==> src/rtl/frame_stream_tx.sv <==
// frame_stream_tx: reads a stored frame from a synchronous frame memory in raster
// order and emits it as a gap-free one-pixel-per-clock stream with Frame/Line strobes.
//
// Ports:
//   Clk        - clock, all logic on rising edge
//   Reset      - asynchronous active-high reset
//   Start      - single-cycle request to send one frame (honoured in IDLE only)
//   Continuous - repeat frames back-to-back while high
//   RdEn       - memory read strobe
//   RdCol      - memory column address
//   RdRow      - memory row address
//   RdData     - memory read data, valid the cycle after RdEn
//   Pixel      - stream pixel
//   Frame      - high with pixel (0,0)
//   Line       - high with the first pixel of rows 1..ROWS-1
//   Busy       - high from first read issue through last pixel out
//   FrameDone  - pulse with the last pixel of a frame
module frame_stream_tx #(
    parameter int unsigned PW   = 8,
    parameter int unsigned COLS = 160,
    parameter int unsigned ROWS = 120
) (
    input  logic          Clk,
    input  logic          Reset,
    input  logic          Start,
    input  logic          Continuous,
    output logic          RdEn,
    output logic [7:0]    RdCol,
    output logic [7:0]    RdRow,
    input  logic [PW-1:0] RdData,
    output logic [PW-1:0] Pixel,
    output logic          Frame,
    output logic          Line,
    output logic          Busy,
    output logic          FrameDone
);

    localparam int unsigned AW = 8;
    localparam logic [AW-1:0] LAST_COL = AW'(COLS - 1);
    localparam logic [AW-1:0] LAST_ROW = AW'(ROWS - 1);

    typedef enum logic [1:0] {
        IDLE  = 2'd0,
        SEND  = 2'd1,
        DRAIN = 2'd2
    } state_t;

    state_t state;

    // Stage-1 tags travelling alongside the outstanding memory read
    logic s1_valid;
    logic s1_first;
    logic s1_line_start;
    logic s1_last;

    logic at_last_col;
    logic at_last_row;
    logic at_col_zero;
    logic at_row_zero;

    // Explicit end-of-range compares so COLS/ROWS of 256 never depend on wraparound
    assign at_last_col = (RdCol == LAST_COL);
    assign at_last_row = (RdRow == LAST_ROW);
    assign at_col_zero = (RdCol == '0);
    assign at_row_zero = (RdRow == '0);

    // Control FSM: owns the read address counters, RdEn and Busy
    always_ff @(posedge Clk or posedge Reset) begin
        if (Reset) begin
            state <= IDLE;
            RdEn  <= 1'b0;
            RdCol <= '0;
            RdRow <= '0;
            Busy  <= 1'b0;
        end else begin
            case (state)
                IDLE: begin
                    if (Start) begin
                        state <= SEND;
                        RdEn  <= 1'b1;
                        RdCol <= '0;
                        RdRow <= '0;
                        Busy  <= 1'b1;
                    end
                end
                SEND: begin
                    if (at_last_col && at_last_row) begin
                        RdCol <= '0;
                        RdRow <= '0;
                        // Continuous sampled on the last read decides whether the next frame follows
                        if (!Continuous) begin
                            state <= DRAIN;
                            RdEn  <= 1'b0;
                        end
                    end else if (at_last_col) begin
                        RdCol <= '0;
                        RdRow <= RdRow + AW'(1);
                    end else begin
                        RdCol <= RdCol + AW'(1);
                    end
                end
                DRAIN: begin
                    // Once stage 1 is empty the last pixel is being registered out
                    if (!s1_valid) begin
                        state <= IDLE;
                        Busy  <= 1'b0;
                    end
                end
                default: begin
                    state <= IDLE;
                    RdEn  <= 1'b0;
                    Busy  <= 1'b0;
                end
            endcase
        end
    end

    // Stage 1: tag each issued read while the memory fetches its data
    always_ff @(posedge Clk or posedge Reset) begin
        if (Reset) begin
            s1_valid      <= 1'b0;
            s1_first      <= 1'b0;
            s1_line_start <= 1'b0;
            s1_last       <= 1'b0;
        end else begin
            s1_valid      <= RdEn;
            s1_first      <= RdEn && at_col_zero && at_row_zero;
            s1_line_start <= RdEn && at_col_zero && !at_row_zero;
            s1_last       <= RdEn && at_last_col && at_last_row;
        end
    end

    // Stage 2: register memory data with its strobes; zero outside a frame
    always_ff @(posedge Clk or posedge Reset) begin
        if (Reset) begin
            Pixel     <= '0;
            Frame     <= 1'b0;
            Line      <= 1'b0;
            FrameDone <= 1'b0;
        end else begin
            Pixel     <= s1_valid ? RdData : '0;
            Frame     <= s1_valid && s1_first;
            Line      <= s1_valid && s1_line_start;
            FrameDone <= s1_valid && s1_last;
        end
    end

endmodule

==> config.mk <==
export PLATFORM = sky130hd
export DESIGN_NAME = frame_stream_tx
export DESIGN_NICKNAME = d
export VERILOG_FILES = /design/src/rtl/frame_stream_tx.sv
export SDC_FILE = /design/constraint.sdc
export NUM_CORES = 1
export LEC_CHECK = 0
export ABC_AREA = 1
export CORE_MARGIN = 5
export CORE_UTILIZATION = 50
export DETAILED_ROUTE_END_ITERATION = 16
export GPL_TIMING_DRIVEN = 0
export PLACE_DENSITY_LB_ADDON = 0.15
export SYNTH_ARGS = -nofsm -noshare
export SYNTH_HDL_FRONTEND = slang
export SYNTH_SLANG_ARGS = --single-unit
==> constraint.sdc <==
create_clock -name Clk -period 3.36 [get_ports Clk]
set_input_delay 0.336 -clock Clk [delete_from_list [all_inputs] [get_ports Clk]]
set_output_delay 0.336 -clock Clk [all_outputs]
set_load 0.02 [all_outputs]
# After elaboration in Yosys (flattened, before gate mapping)
# Index checks and enable logic that the tools add are counted.
[totals] register_bits=35 inputBits=12 elab_cells=64 output_inout_bits=29
[op_classes] mux=19 addsub=2 n_reduce_logical=19 eq_ne=9 bitwise=2
[ops] operator="8-bit two-way mux" n=6
[ops] operator="8-bit case mux with 2 select lines" n=2
[ops] operator="8-bit by 1-bit adder with 8-bit output (second input constant)" n=2
[ops] operator="8-bit zero test" n=2
[ops] operator="1-bit logical AND" n=9
[ops] operator="8-bit by 7-bit equality test with 1-bit output (second input constant)" n=1
[ops] operator="8-bit equality test (second input constant)" n=1
[ops] operator="2-bit two-way mux" n=4
[ops] operator="2-bit inequality test (second input constant)" n=4
[ops] operator="4-bit AND reduction" n=2
[ops] operator="1-bit case mux with 3 select lines" n=2
[ops] operator="2-bit case mux with 3 select lines" n=1
[ops] operator="3-bit AND reduction" n=2
[ops] operator="1-bit two-way mux" n=4
[ops] operator="3-bit inequality test (second input constant)" n=1
[ops] operator="2-bit by 1-bit equality test with 1-bit output (second input constant)" n=1
[ops] operator="2-bit equality test (second input constant)" n=1
[ops] operator="2-bit zero test" n=1
[ops] operator="1-bit inverter" n=2
[ops] operator="2-bit AND reduction" n=1
[ops] operator="2-bit nonzero test" n=1
[ops] operator="1-bit zero test" n=1

# Longest topological paths before layout
# Gate-level depths: netlist (run 1).
[logic_depth] ltp_word=4 mapped_depth=10 depth_no_buf=10

# Worst setup path after synthesis (run 1)
# Ideal clock, no wire load.
[synth_timing] path_type="register to register" startpoint="register RdRow[0]" endpoint="register state[0]" synth_period_minus_slack_ns=1.485 t_arrival_ns=1.361 setup_time_ns=0.124 t_required_ns=3.236 setup_slack_ns=1.875 path_buffers=0 stages_incl_launch_ff=11 cell_sequence="dfrtp_1 -> ha_1 -> nand2_2 -> inv_2 -> nand2_1 -> nor2_1 -> nand2_2 -> nand2_2 -> nand2_2 -> nand2_1 -> nand2_1"
[synth_via] elab_chain_cells=4
[synth_rtl] element="from (decl)" line_no="29" rtl="output logic [7:0] RdRow,"
[synth_rtl] element="from (signal assigned)" line_no="97" rtl="RdRow <= RdRow + AW'(1);"
[synth_rtl] element="8-bit by 7-bit equality test with 1-bit output" line_no="63" rtl="assign at_last_row = (RdRow == LAST_ROW);"
[synth_rtl] element="1-bit logical AND" line_no="87" rtl="if (at_last_col && at_last_row) begin"
[synth_rtl] element="2-bit inequality test (no line)"
[synth_rtl] element="4-bit AND reduction (no line)"
[synth_rtl] element="to (signal assigned)" line_no="70" rtl="state <= IDLE;"
[synth_rtl] element="to (signal assigned)" line_no="79" rtl="state <= SEND;"
[synth_rtl] element="to (signal assigned)" line_no="92" rtl="state <= DRAIN;"
[synth_rtl] element="to (decl)" line_no="48" rtl="state_t state;"
# No other way between the ends.
# A chain may end at the register's enable or synchronous reset.

# Final worst setup path (run 1)
[layout_timing] startpoint="register RdRow[0]" endpoint="output RdRow[0]"
# No word-level cell between the ends.

==> flow_metrics.tcl, run 1 <==
set metrics [dict create \
    tritoncts "done" \
    grt_pass1_vias 1382 \
    cpPeakStageDelay_ns 0.66 \
    stdcell_area_sq_um 2310 \
    path_max_fanout 9 \
    routed_via_density 4.80 \
    async_reset_ff_frac 1.00 \
    drc 0 \
    clk_pin_slew_ns 0.11 \
    synth_common_cells "nand2_1, inv_1, dfrtp_1, nor2_1, nand3_1" \
    clock_skew_ns 0.0108 \
    synth_xor_area_frac 0.0146 \
    antenna_left 0 \
    dpl_cell_area_sq_um 2250 \
    synthDistinctLibCells 28 \
    met2_length_mm 1.68 \
    leakagePower_nw 1.16 \
    maxUsedRoutingLayer "met4" \
    clk_latency_ns 0.35 \
    critPathKind "flip-flop to primary output" \
    n_antenna_cell 0 \
    crit_path_end_kind "primary output" \
    power_mw 1.45 \
    nets 283 \
    critPathRequiredTime_ns 3.02 \
    hold_violations 0 \
    area.growth.synth_to_final_pct 28.7 \
    start_util 0.526 \
    grt_max_degree 36 \
    die-width_um 69.9 \
    std_cell_rows 21 \
    vias 1508 \
    cts_root_buffer "clkbuf_4" \
    fin_crit_sh 0.546 \
    synth_fa_ha_area_frac 0.0279 \
    die_y_um 69.9 \
    slew_headroom 0.532 \
    drtIter0Drc 43 \
    core_sq_um 3420 \
    clock_path_buffers 2 \
    fin_util 0.677 \
    worstPathBufferInverterCount 1 \
    synth_seq_area_share 0.488 \
    fin_crit_ns 1.83 \
    grt_overflow 0 \
    synth.most_common_cell "nand2_1" \
    crit_arrival_ns 1.50 \
    synth_flop_cell "dfrtp_1" \
    synth_top_family_by_area "simple AND/OR/NAND/NOR gates" \
    worstHoldPathType "input port to async pin" \
    syn_avg_cell_area_sq_um 8.16 \
    setup_tns_ns 0 \
    route.met3.wl_um 173 \
    cts_sinks 35 \
    synth_top_cell_by_area "dfrtp_1" \
    synthSimpleGateAreaFrac 0.302 \
    synth_warnings 0 \
    dpl.hpwl_mm 2.71 \
    syn_nets 236 \
    syn-cell-area_sq_um 1800 \
    synthCells 220 \
    synth_top_area_frac 0.488 \
    hold_buffers 0 \
    synth-edff-count 0 \
    synth-seq-cells 35 \
    grt_antenna_before_repair 0 \
    htreeDepth 2 \
    status "complete, no violations" \
    wl_met1_mm 1.63 \
    crit_path_cell_trace "clkdlybuf4s50_1" \
    drv_cap 0 \
    pin_count 41 \
    routed_wl_mm 3.53 \
    synthMuxAreaShare 0 \
    wire_per_inst_um 11.2 \
    cts-resized-gates 0 \
    crit_slowest_cell "clkdlybuf4s50_1" \
    nFillCells 286 \
    cp-start-kind "flip-flop" \
    gp_congestion 0.850 \
    die-area_sq_um 4890 \
    grt_first_pass_wirelength_mm 6.16 \
    rsz0062_at_grt "false" \
    crit_family "buffers and inverters" \
    max_freq_mhz 545 \
    p_per_area_nw_per_um2 626 \
    drive_gt1_frac 0.112 \
    slew_viol_final 0 \
    finalNonFillerCells 314 \
    drt_first_pass_iters 4 \
    finalSetupViolCount 0 \
    dp.cells 306 \
    grt.total_usage 0.159 \
    cts_setup_buffers 0 \
    synth-compound-area-share 0.0697 \
    io_buffers 40 \
    synth.area.top_cells "dfrtp_1, nand2_1, inv_1" \
    max-vdd-ir-drop_mv 0.400 \
    worstMarginPinSlew_ns 0.701 \
    cts_buffers 5 \
]
-- logic make-up (layout without fill, tap and decap cells) --
| logic type | after synthesis | count (layout) |
|---|---|---|
| and+or+nand+nor | 114 | 114 |
| buffers and inverters | 44 | 92 |
| DFF | 35 | 35 |
| AOI/OAI and AO/OA | 20 | 20 |
| adders and majority gates | 4 | 4 |
| xor gates and xnor gates | 3 | 3 |
-- metrics by stage --
stage                     hold slack (ns)  setup WS [ns]
after CTS                           0.430           1.51
after global routing                0.460           1.45
after global placement              0.415           1.47
after floorplan                     0.413           1.87
after detailed placement            0.417           1.49
final                               0.412           1.53
-- power breakdown --
group	internal [mW]	switching (mW)	total, mW
clock	0.0797	0.144	0.224
sequential	0.510	0.0698	0.580
combinational	0.258	0.385	0.643
-- sequential cells by signal, summed over array words and instances (netlist names) --
signal,count
Busy,1
FrameDone,1
s1_line_start,1
RdCol,8
Pixel,8
Line,1
s1_first,1
s1_last,1
state,2
s1_valid,1
Frame,1
RdEn,1
RdRow,8
-- layer usage --
layer  global-route usage  vias up
li1                     -      775
met3               0.0488        7
met5                    0        -
met4               0.0574        0
met2                0.252       36
met1                0.205      690
-- final cells by class --
cell class,count,area (sq um),share of cell area
Tap cell,46,57.6,0.0249
Sequential cell,35,876,0.379
Inverter,42,160,0.0693
Timing Repair Buffer,40,400,0.173
Multi-Input combinational cell,141,744,0.322
Clock inverter,3,20.0,0.00866
Clock buffer,5,37.5,0.0162
Buffer,2,15.0,0.00650
-- cell usage in the layout (no fill, tap or decap), types with 5 or more instances in the layout --
cell | netlist | routed
inv_1 | 37 | 36
nand2_2 | 6 | 6
clkbuf_4 | 0 | 5
nor2_1 | 20 | 20
nand3_1 | 16 | 16
o21ai_1 | 5 | 5
o21ai_0 | 8 | 8
clkdlybuf4s50_1 | 0 | 40
inv_2 | 4 | 5
nand2_1 | 58 | 58
dfrtp_1 | 35 | 35
-- path summary, 6_finish.rpt --
kind | start | endpoint | slack, ns | cells after the start
worst min-delay path | Reset | RdCol[4] | 0.41 | 2
worst max register to register | RdRow[0] | state[0] | 1.87 | 10
worst max-delay path | RdRow[0] | RdRow[0] | 1.53 | 1
min in group Clk | s1_first | Frame | 0.43 | 2
worst min register to register | s1_first | Frame | 0.43 | 2
max in group asynchronous | Reset | s1_line_start | 2.50 | 2
No activity file was read; power rests on OpenSTA's default activity.
==> inputs of run 2 (changes only) <==
- clock period: 3.36 -> 1.8 ns (I/O delays scaled with it)
==> results of run 2 <==
The final DEF is identical to that of run 1. Status: complete, no violations.
Among the figures that moved: setup slack after placement 1.49 ns -> 0.0852 ns; setup slack after layout 1.53 ns -> 0.122 ns; hold slack 0.412 ns -> 0.256 ns; register-to-register setup slack 1.87 ns -> 0.31 ns; total power 1.45 mW -> 2.70 mW; worst IR drop on VDD 0.400 mV -> 0.747 mV
